--- config.mk ---
export PLATFORM = sky130hd
export DESIGN_NAME = update_om_flat
export DESIGN_NICKNAME = d
export VERILOG_FILES = /design/src/rtl/om_pkg.sv /design/src/rtl/update_om_if.sv /design/src/rtl/om_rd_delay.sv /design/src/rtl/update_om.sv /design/src/flat_wrapper.sv
export SDC_FILE = /design/constraint.sdc
export NUM_CORES = 1
export LEC_CHECK = 0
export BUFFER_PORTS_ARGS = -buffer_cell sky130_fd_sc_hd__buf_2
export CORE_AREA = 2 2 134 97
export CTS_CLUSTER_SIZE = 8
export DETAILED_ROUTE_END_ITERATION = 6
export DIE_AREA = 0 0 136 99
export HOLD_SLACK_MARGIN = 0.1
export SLEW_MARGIN = 5
export SYNTH_ARGS = -nofsm -noshare
export SYNTH_HDL_FRONTEND = slang
export SYNTH_SLANG_ARGS = --single-unit
--- constraint.sdc ---
create_clock -name iClk -period 3.43 [get_ports iClk]
set_input_delay 0.8575 -clock iClk [delete_from_list [all_inputs] [get_ports iClk]]
set_output_delay 0.8575 -clock iClk [all_outputs]
set_load 0.02 [all_outputs]
--- src/rtl/om_pkg.sv ---
// Shared OM constants, FSM state type and address helper for the OM
// initializer and the update_om read-modify-write block.
package om_pkg;

    localparam int unsigned OM_DEPTH = 4800;
    localparam int unsigned OM_AW    = 13;
    localparam int unsigned OM_DW    = 32;

    localparam logic [OM_DW-1:0] OM_INIT_VAL = 32'h0011EB85;

    typedef enum logic [2:0] {
        DISARM,
        READY,
        RD,
        WAIT,
        CMP
    } om_state_e;

    function automatic logic om_addr_ok(input logic [OM_AW-1:0] addr);
        return addr < OM_AW'(OM_DEPTH);
    endfunction

endpackage

--- src/rtl/update_om_if.sv ---
// Result handshake plus OM RAM port bundle; slave is the update_om side,
// master is the producer/RAM side.
interface update_om_if;
    import om_pkg::*;

    logic             iValid;
    logic [OM_AW-1:0] iAddr;
    logic [OM_DW-1:0] iScore;
    logic             oReady;
    logic [OM_AW-1:0] oAddr_OM;
    logic             oRdreq_OM;
    logic [OM_DW-1:0] iData_from_OM;
    logic             oWrreq_OM;
    logic [OM_DW-1:0] oData_to_OM;

    modport slave (
        input  iValid,
        input  iAddr,
        input  iScore,
        input  iData_from_OM,
        output oReady,
        output oAddr_OM,
        output oRdreq_OM,
        output oWrreq_OM,
        output oData_to_OM
    );

    modport master (
        output iValid,
        output iAddr,
        output iScore,
        output iData_from_OM,
        input  oReady,
        input  oAddr_OM,
        input  oRdreq_OM,
        input  oWrreq_OM,
        input  oData_to_OM
    );

endinterface

--- src/rtl/om_rd_delay.sv ---
// Delays the OM read strobe by RD_LAT cycles to mark when read data is valid.
module om_rd_delay #(
    parameter int unsigned RD_LAT = 2
) (
    input  logic iClk,
    input  logic iReset,
    input  logic iStart,
    output logic oValid
);

    logic [RD_LAT-1:0] sr_q, sr_d;

    always_comb begin
        sr_d    = sr_q << 1;
        sr_d[0] = iStart;
    end

    always_ff @(posedge iClk) begin
        if (iReset) begin
            sr_q <= '0;
        end else begin
            sr_q <= sr_d;
        end
    end

    assign oValid = sr_q[RD_LAT-1];

endmodule

--- src/rtl/update_om.sv ---
// Keeps the per-window maximum score in OM via a single-outstanding
// read-modify-write per detection result; idle until the initializer is done.
module update_om
    import om_pkg::*;
#(
    parameter int unsigned RD_LAT = 2
) (
    input  logic        iClk,
    input  logic        iReset,
    input  logic        iInit_done,
    update_om_if.slave  bus,
    output logic        oUpdated,
    output logic        oErr_addr,
    output logic [15:0] oUpd_cnt
);

    om_state_e        state_q, state_d;
    logic             armed_q, armed_d;
    logic             ready_q, ready_d;
    logic             rdreq_q, rdreq_d;
    logic             wrreq_q, wrreq_d;
    logic             upd_q, upd_d;
    logic             err_q, err_d;
    logic [OM_AW-1:0] addr_q, addr_d;
    logic [OM_DW-1:0] data_q, data_d;
    logic [OM_DW-1:0] score_q, score_d;
    logic [15:0]      cnt_q, cnt_d;
    logic             rd_vld;

    om_rd_delay #(
        .RD_LAT (RD_LAT)
    ) u_rd_delay (
        .iClk   (iClk),
        .iReset (iReset),
        .iStart (rdreq_q),
        .oValid (rd_vld)
    );

    always_comb begin
        state_d = state_q;
        armed_d = armed_q;
        ready_d = 1'b0;
        rdreq_d = 1'b0;
        wrreq_d = 1'b0;
        upd_d   = 1'b0;
        err_d   = 1'b0;
        addr_d  = addr_q;
        data_d  = data_q;
        score_d = score_q;
        cnt_d   = cnt_q;

        unique case (state_q)
            DISARM: begin
                if (iInit_done) begin
                    state_d = READY;
                    armed_d = 1'b1;
                    ready_d = 1'b1;
                    cnt_d   = '0;
                end
            end
            READY: begin
                ready_d = 1'b1;
                if (bus.iValid && ready_q && armed_q) begin
                    ready_d = 1'b0;
                    score_d = bus.iScore;
                    if (om_addr_ok(bus.iAddr)) begin
                        addr_d  = bus.iAddr;
                        rdreq_d = 1'b1;
                        state_d = RD;
                    end else begin
                        // Bad address: flag and spend one idle cycle in CMP, no OM access.
                        err_d   = 1'b1;
                        state_d = CMP;
                    end
                end
            end
            RD: begin
                state_d = WAIT;
            end
            WAIT: begin
                if (rd_vld) begin
                    state_d = CMP;
                    if (score_q > bus.iData_from_OM) begin
                        wrreq_d = 1'b1;
                        upd_d   = 1'b1;
                        data_d  = score_q;
                        cnt_d   = (cnt_q == 16'hFFFF) ? cnt_q : cnt_q + 16'd1;
                    end
                end
            end
            CMP: begin
                state_d = READY;
                ready_d = 1'b1;
            end
            default: begin
                state_d = DISARM;
            end
        endcase
    end

    always_ff @(posedge iClk) begin
        if (iReset) begin
            state_q <= DISARM;
            armed_q <= 1'b0;
            ready_q <= 1'b0;
            rdreq_q <= 1'b0;
            wrreq_q <= 1'b0;
            upd_q   <= 1'b0;
            err_q   <= 1'b0;
            addr_q  <= '0;
            data_q  <= '0;
            score_q <= '0;
            cnt_q   <= '0;
        end else begin
            state_q <= state_d;
            armed_q <= armed_d;
            ready_q <= ready_d;
            rdreq_q <= rdreq_d;
            wrreq_q <= wrreq_d;
            upd_q   <= upd_d;
            err_q   <= err_d;
            addr_q  <= addr_d;
            data_q  <= data_d;
            score_q <= score_d;
            cnt_q   <= cnt_d;
        end
    end

    assign bus.oReady      = ready_q;
    assign bus.oRdreq_OM   = rdreq_q;
    assign bus.oWrreq_OM   = wrreq_q;
    assign bus.oAddr_OM    = addr_q;
    assign bus.oData_to_OM = data_q;
    assign oUpdated        = upd_q;
    assign oErr_addr       = err_q;
    assign oUpd_cnt        = cnt_q;

endmodule

--- src/flat_wrapper.sv ---
// flat-port wrapper written by rule: the top's interface ports become plain ports
module update_om_flat import om_pkg::*;
#(
    parameter int unsigned RD_LAT = 2
)
  (iClk, iReset, iInit_done, oUpdated, oErr_addr, oUpd_cnt, bus_iValid, bus_iAddr, bus_iScore, bus_iData_from_OM, bus_oReady, bus_oAddr_OM, bus_oRdreq_OM, bus_oWrreq_OM, bus_oData_to_OM);
  update_om_if bus_i ();
  input  logic iClk;
  input  logic iReset;
  input  logic iInit_done;
  output logic oUpdated;
  output logic oErr_addr;
  output logic [15:0] oUpd_cnt;
  input wire logic [$bits(bus_i.iValid)-1:0] bus_iValid;
  input wire logic [$bits(bus_i.iAddr)-1:0] bus_iAddr;
  input wire logic [$bits(bus_i.iScore)-1:0] bus_iScore;
  input wire logic [$bits(bus_i.iData_from_OM)-1:0] bus_iData_from_OM;
  output wire logic [$bits(bus_i.oReady)-1:0] bus_oReady;
  output wire logic [$bits(bus_i.oAddr_OM)-1:0] bus_oAddr_OM;
  output wire logic [$bits(bus_i.oRdreq_OM)-1:0] bus_oRdreq_OM;
  output wire logic [$bits(bus_i.oWrreq_OM)-1:0] bus_oWrreq_OM;
  output wire logic [$bits(bus_i.oData_to_OM)-1:0] bus_oData_to_OM;
  assign bus_i.iValid = bus_iValid;
  assign bus_i.iAddr = bus_iAddr;
  assign bus_i.iScore = bus_iScore;
  assign bus_i.iData_from_OM = bus_iData_from_OM;
  assign bus_oReady = bus_i.oReady;
  assign bus_oAddr_OM = bus_i.oAddr_OM;
  assign bus_oRdreq_OM = bus_i.oRdreq_OM;
  assign bus_oWrreq_OM = bus_i.oWrreq_OM;
  assign bus_oData_to_OM = bus_i.oData_to_OM;
  update_om #(.RD_LAT(RD_LAT)) u_core (.iClk(iClk), .iReset(iReset), .iInit_done(iInit_done), .bus(bus_i), .oUpdated(oUpdated), .oErr_addr(oErr_addr), .oUpd_cnt(oUpd_cnt));
endmodule
-- Word level (Yosys, flattened, before mapping)
Index checks and enable logic that the tools add are counted.
Widths: inputs -> output; s select.
- register bits: 103
- word-level logic and storage cells: 56
- add/sub/neg operators: 1
- $lt $le $gt $ge: 2
- equality and inequality tests: 10
- muxes and demuxes: 16
- bitwise operators: 4
- reductions and logical operators: 12
- operators by type and width (operator ; number):
    $mux 16 ; 4
    $gt 32x32->1 ; 1
    $pmux 16 s2 ; 1
    $add 16x1->16 const B ; 1
    $eq 16x16->1 const B ; 1
    $pmux 3 s5 ; 1
    $lt 13x13->1 const B ; 1
    $mux 3 ; 4
    $reduce_and 3->1 ; 3
    $eq 3x2->1 const B ; 2
    $ne 2x2->1 const B ; 3
    $reduce_or 3->1 ; 2
    $mux 1 ; 5
    $reduce_and 5->1 ; 1
    $ne 2x1->1 const B ; 2
    $not 1->1 ; 4
    $reduce_and 2->1 ; 2
    $eq 3x1->1 const B ; 1
    $eq 3x3->1 const B ; 1
    $logic_not 3->1 ; 1
    $pmux 1 s3 ; 1
    $logic_and 1x1->1 ; 2
    $reduce_bool 2->1 ; 1

-- Depth between registers and ports, before layout
- word-level depth: 5
- gate-level depth with buffers: 11
- depth with buffers taken out: 9

-- Hierarchy
From an unflattened synthesis, not the netlist that was laid out.
- cell total of the unflattened synthesis: 582
- area, all modules: 4884.7 sq um
- by module, submodules not included (module ; times used ; cells an instance ; area an instance (sq um) ; sequential area each (sq um)):
    update_om ; 1 ; 578 ; 4832.1 ; 2021.9
    om_rd_delay ; 1 ; 4 ; 52.6 ; 40.0

-- Least setup slack after synthesis
Ideal clock, no wire load.
- path kind: input to register
- start point: in bus_iData_from_OM[31]
- end point: reg u_core.data_q[23], in the netlist u_core.bus.oData_to_OM[23]
- data arrival time: 2732 ps
- data required time: 3302 ps
- path slack: 570 ps
- cell stages on the path: 11
- path buffers: 2
- path through: inv_1 -> ha_1 -> nand4_2 -> nor4_4 -> a211oi_2 -> and2_4 -> a22oi_4 -> buf_8 -> buf_12 -> mux2i_1 -> nor2_1
- cells in the longest elaborated chain, start to end: 2
- ends and longest elaborated chain (item ; RTL line ; RTL):
    from (decl) ; flat_wrapper.sv:17 ; input wire logic [$bits(bus_i.iData_from_OM)-1:0] bus_iData_from_OM;
    $gt 32x32->1 ; update_om.sv:83 ; if (score_q > bus.iData_from_OM) begin
    $reduce_and 3->1 (no line) ; -- ;
    to (signal assigned) ; update_om.sv:123 ; data_q <= data_d;
    to (decl) ; update_om.sv:25 ; logic [OM_DW-1:0] data_q, data_d;
No other way between the ends.
A chain may end at the register's enable or synchronous reset.

-- Final worst setup path
- start point: in bus_iData_from_OM[14]
- end point: reg u_core.cnt_q[0], in the netlist u_core.oUpd_cnt[0]
- cells in the longest elaborated chain, start to end: 3
- ends and longest elaborated chain (item ; RTL line ; RTL):
    $gt 32x32->1 ; update_om.sv:83 ;
    $ne 2x1->1 (no line) ; -- ;
    $reduce_and 5->1 (no line) ; -- ;
    to (signal assigned) ; update_om.sv:125 ; cnt_q <= cnt_d;
    to (decl) ; update_om.sv:27 ; logic [15:0] cnt_q, cnt_d;
No other way between the ends.

==> run summary <==
The number of instances resized during post-cts repair came out at 0. The top-level port count is 147. The category of the critical setup timing path is input port to register. The share of synthesized cell area in full adder, half adder and majority cells is 8.60%. The combined global-route utilization of all metal layers is 18.4%. The floorplan step defined a core boundary enclosing 12200 sq um. From synthesis to final layout, the design area changed by 22.9%. The number of nets in the layout is 813. The number of distinct library cell variants in the gate-level netlist after synthesis came out at 50. The number of hold violations in the final report is 0. The post-synthesis area per instance is 8.54 sq um. The number of synthesized flops with an enable pin came out at 0. The top cell types in the final layout, fill and taps aside, are sky130_fd_sc_hd__buf_2, sky130_fd_sc_hd__nand2_1, sky130_fd_sc_hd__dfxtp_1.

The clock transition at the registers of the reported paths came out at 0.07 ns. The final setup skew came out at 0.00723 ns. The fraction of final layout cells with drive strength greater than 1 came out at 25.3%.

The die is 136 um wide. The wire length of the first global-routing pass came out at 19700 um. Setup repair after global routing left no endpoint under its margin. Yosys attributes the largest share of cell area to sky130_fd_sc_hd__dfxtp_1, sky130_fd_sc_hd__nand2_1, sky130_fd_sc_hd__ha_1, sky130_fd_sc_hd__mux2i_1, sky130_fd_sc_hd__a21oi_1.

The flop and latch count out of synthesis is 103. The flow ran to the end, and the final reports show no timing, DRC or antenna violations. The total negative slack for setup checks came out at 0 ns. The share of synthesized cell area in and, or, nand and nor gates came out at 22.8%. The repair_antennas step left the layout with diodes totalling 0.

Entering global routing, the biggest net connects 87 pins. The count of final max-slew check failures came out at 0. For hold timing, the worst endpoint is u_core.u_rd_delay.sr_q[1]. In this run the most critical hold path is launched from u_core.u_rd_delay.sr_q[0].

The number of filler instances in the final layout is 1219. TritonCTS created 9 clock buffers. In this design, the largest share of critical-path delay is due to simple AND/OR/NAND/NOR gates. The highest clock rate is 0.346 GHz. The HPWL after detailed placement is 8940 um.

The endpoint identified for the worst register-to-register timing path is u_core.oUpd_cnt[0]. The cell count after synthesis came out at 562. When the netlist entered floorplanning its net count stood at 676. Before antenna repair, the detailed router went through 4 iterations. The initial antenna violation count came out at 0. The post-cts hold buffer count is 0. The endpoint arrival time on the critical path is 3.17 ns.

The slowest cell on the critical path is sky130_fd_sc_hd__nor3_2. CTS placed an instance of sky130_fd_sc_hd__clkbuf_16 at the clock tree root. The final hold slack came out at 0.441 ns.

Once the floorplan was initialized, standard cells occupied 39.5% of the core. The parity-gate share of the synthesized area counting xor and xnor cells came out at 0%. The critical path required time is 3.71 ns. The transition time of the tightest slew-check pin is 0.900 ns. The share of flip-flops with an asynchronous set or reset after synthesis is 0%. The total via count after detailed routing came out at 4253. The average wire per cell in the routed design came out at 14.1 um. The detail route stage leaves a number of antenna-violating nets equal to 0. The largest driver fanout on the critical path is 13. The die is 99 um tall. The count of buffers added on input and output ports is 146. The detail-routed via count per cell came out at 4.93.

The main combinational cell family by area after synthesis is simple AND/OR/NAND/NOR gates. The post-route DRC violation count came out at 0. The static power due to leakage came out at 3.05 nW. The standard-cell row count is 34.

The post-synthesis mux area share came out at 7.11%. The number of max-cap violations came out at 0. The cell type with the largest total area after synthesis is sky130_fd_sc_hd__dfxtp_1. After detailed routing, the total wire length is 12200 um. The post-layout total power came out at 2.24 mW. The worst setup slack before clock tree synthesis is 0.189 ns. STA classifies the critical path endpoint as a register. The worst register-to-register path begins at u_core.score_q[14]. The setup slack of the worst register-to-register path came out at 0.83 ns. In this run, the number of DRC markers left after iteration 0 of detailed routing was 233. Counting I/O delays and the setup requirement, the final critical path takes 2.89 ns. The congestion estimate from routability-driven global placement came to 0.778.

The worst path buffer plus inverter count came out at 3. The die footprint is 13500 sq um. The cell area that synthesis handed to floorplanning was 4800 sq um. The number of H-tree levels came out at 3. The final standard cell utilization of the core is 48.5%. The Yosys warning count came out at 0. The setup slack after layout is 0.541 ns. The headroom to the max-slew limit came out at 40.0%. The number of global-route vias before repair came out at 4101.

The sequential fraction of the synthesis area is 42.9%. The complex-gate fraction of the synthesized area is 12.9%. The portion of the clock cycle consumed by the worst path in the final layout is 84.2%. The TritonCTS clock tree is built. The worst-case vdd ir drop came out at 0.231 mV. The min-delay analysis places its worst path in the category register to register.

On the worst path, the slowest cell contributes a delay of 0.51 ns. Of the post-synthesis cell area, the dominant cell type holds 42.9%. The source-to-sink clock delay at the later pin of the worst-skew pair is 0.34 ns. Walking the worst path, the cells encountered are buf_2 -> inv_1 -> ha_1 -> nand4_1 -> a2111o_1 -> nand4b_1 -> a22oi_4 -> buf_12 -> nor3_2 -> mux2_2. The number of post-CTS setup repair buffers came out at 0. Dividing total power by cell area gives a power density of 380 nW/um^2. The setup violation total in the final timing report came out at 0. The number of cells traversed by the worst hold path is 1. STA classifies the critical path startpoint as an input port. The CTS sink count is 103. The library cell used most frequently in the layout, excluding fill and tap cells, is sky130_fd_sc_hd__buf_2.

The worst-case clock buffer depth is 2. The total congestion overflow after global routing came out at 0. The worst-case reg-to-reg path depth is 8.

The predominant post-synthesis flop cell is sky130_fd_sc_hd__dfxtp_1.
layer usage:
metal	up-vias	global-route usage (%)	wire length [um]
li1	2198	-	-
met4	0	5.13	136
met1	1914	25.5	6100
met3	12	6.12	1040
met2	129	27.3	4890
met5	-	0	0
final cells by class:
cell class                 count  area (sq um)  area share, %
sequential                   103          2060           34.9
timing repair buffer         152           801           13.6
tap                          162           203           3.44
inverter                      32           120           2.04
multi-input combinational    401          2470           41.9
clock buffer                  10           229           3.88
clock inverter                 2          12.5          0.212
sequential cells by signal, indices dropped and copies added, names as in the netlist:
signal / count
u_core.armed_q: 1
u_core.bus.oAddr_OM: 13
u_core.bus.oData_to_OM: 32
u_core.bus.oRdreq_OM: 1
u_core.bus.oReady: 1
u_core.bus.oWrreq_OM: 1
u_core.oErr_addr: 1
u_core.oUpd_cnt: 16
u_core.score_q: 32
u_core.state_q: 3
u_core.u_rd_delay.sr_q: 2
metrics by stage:
stage,std cells,area (sq um)
after global routing,862,5900
after CTS,862,5900
final,862,5900
after detailed placement,850,5660
after global placement,850,5660
after floorplan,562,4800
synthesized netlist by cell type (2+ instances only):
cell type,count
sky130_fd_sc_hd__or3_1,3
sky130_fd_sc_hd__nor2b_1,5
sky130_fd_sc_hd__nor2_1,58
sky130_fd_sc_hd__a211o_1,6
sky130_fd_sc_hd__nor4_1,2
sky130_fd_sc_hd__nand4_1,5
sky130_fd_sc_hd__buf_6,3
sky130_fd_sc_hd__o21ai_0,4
sky130_fd_sc_hd__ha_1,33
sky130_fd_sc_hd__o21a_1,2
sky130_fd_sc_hd__nand2_1,112
sky130_fd_sc_hd__mux2i_1,33
sky130_fd_sc_hd__and2_1,2
sky130_fd_sc_hd__nand3_1,13
sky130_fd_sc_hd__a21o_1,4
sky130_fd_sc_hd__nor3_1,8
sky130_fd_sc_hd__inv_1,32
sky130_fd_sc_hd__a21oi_1,61
sky130_fd_sc_hd__nor4b_1,2
sky130_fd_sc_hd__clkbuf_1,19
sky130_fd_sc_hd__nand2b_1,2
sky130_fd_sc_hd__dfxtp_1,103
sky130_fd_sc_hd__nand4_2,3
sky130_fd_sc_hd__a221o_1,8
sky130_fd_sc_hd__and3_1,14
worst max path at each step:
stage,end,slack [ns],cells after the start,start
2_1_floorplan,u_core.bus.oData_to_OM[23],0.57,11,bus_iData_from_OM[31]
3_3_place_gp,u_core.oUpd_cnt[8],0.20,11,bus_iData_from_OM[14]
3_5_place_dp,u_core.oUpd_cnt[0],0.19,10,bus_iData_from_OM[14]
4_1_cts,u_core.oUpd_cnt[0],0.53,10,bus_iData_from_OM[14]
5_1_grt,u_core.oUpd_cnt[0],0.36,10,bus_iData_from_OM[14]
6_report,u_core.oUpd_cnt[0],0.54,10,bus_iData_from_OM[14]
where the power goes:
part           total [mW]  switching (mW)  leakage (nW)  internal (mW)
sequential           1.21         0.00607         0.830           1.20
combinational       0.141          0.0795          2.10         0.0610
clock               0.893           0.418         0.116          0.475
total                2.24           0.504          3.05           1.74
cells by family (layout without fill, tap and decap cells):
logic type / Yosys count / in the layout
muxes: 34 / 34
DFF: 103 / 103
adders and majority gates: 33 / 33
AOI/OAI and AO/OA: 96 / 96
and+or+nand+nor: 238 / 238
buffers and inverters: 58 / 196
Note: power is estimated with default switching activity, not from simulation.
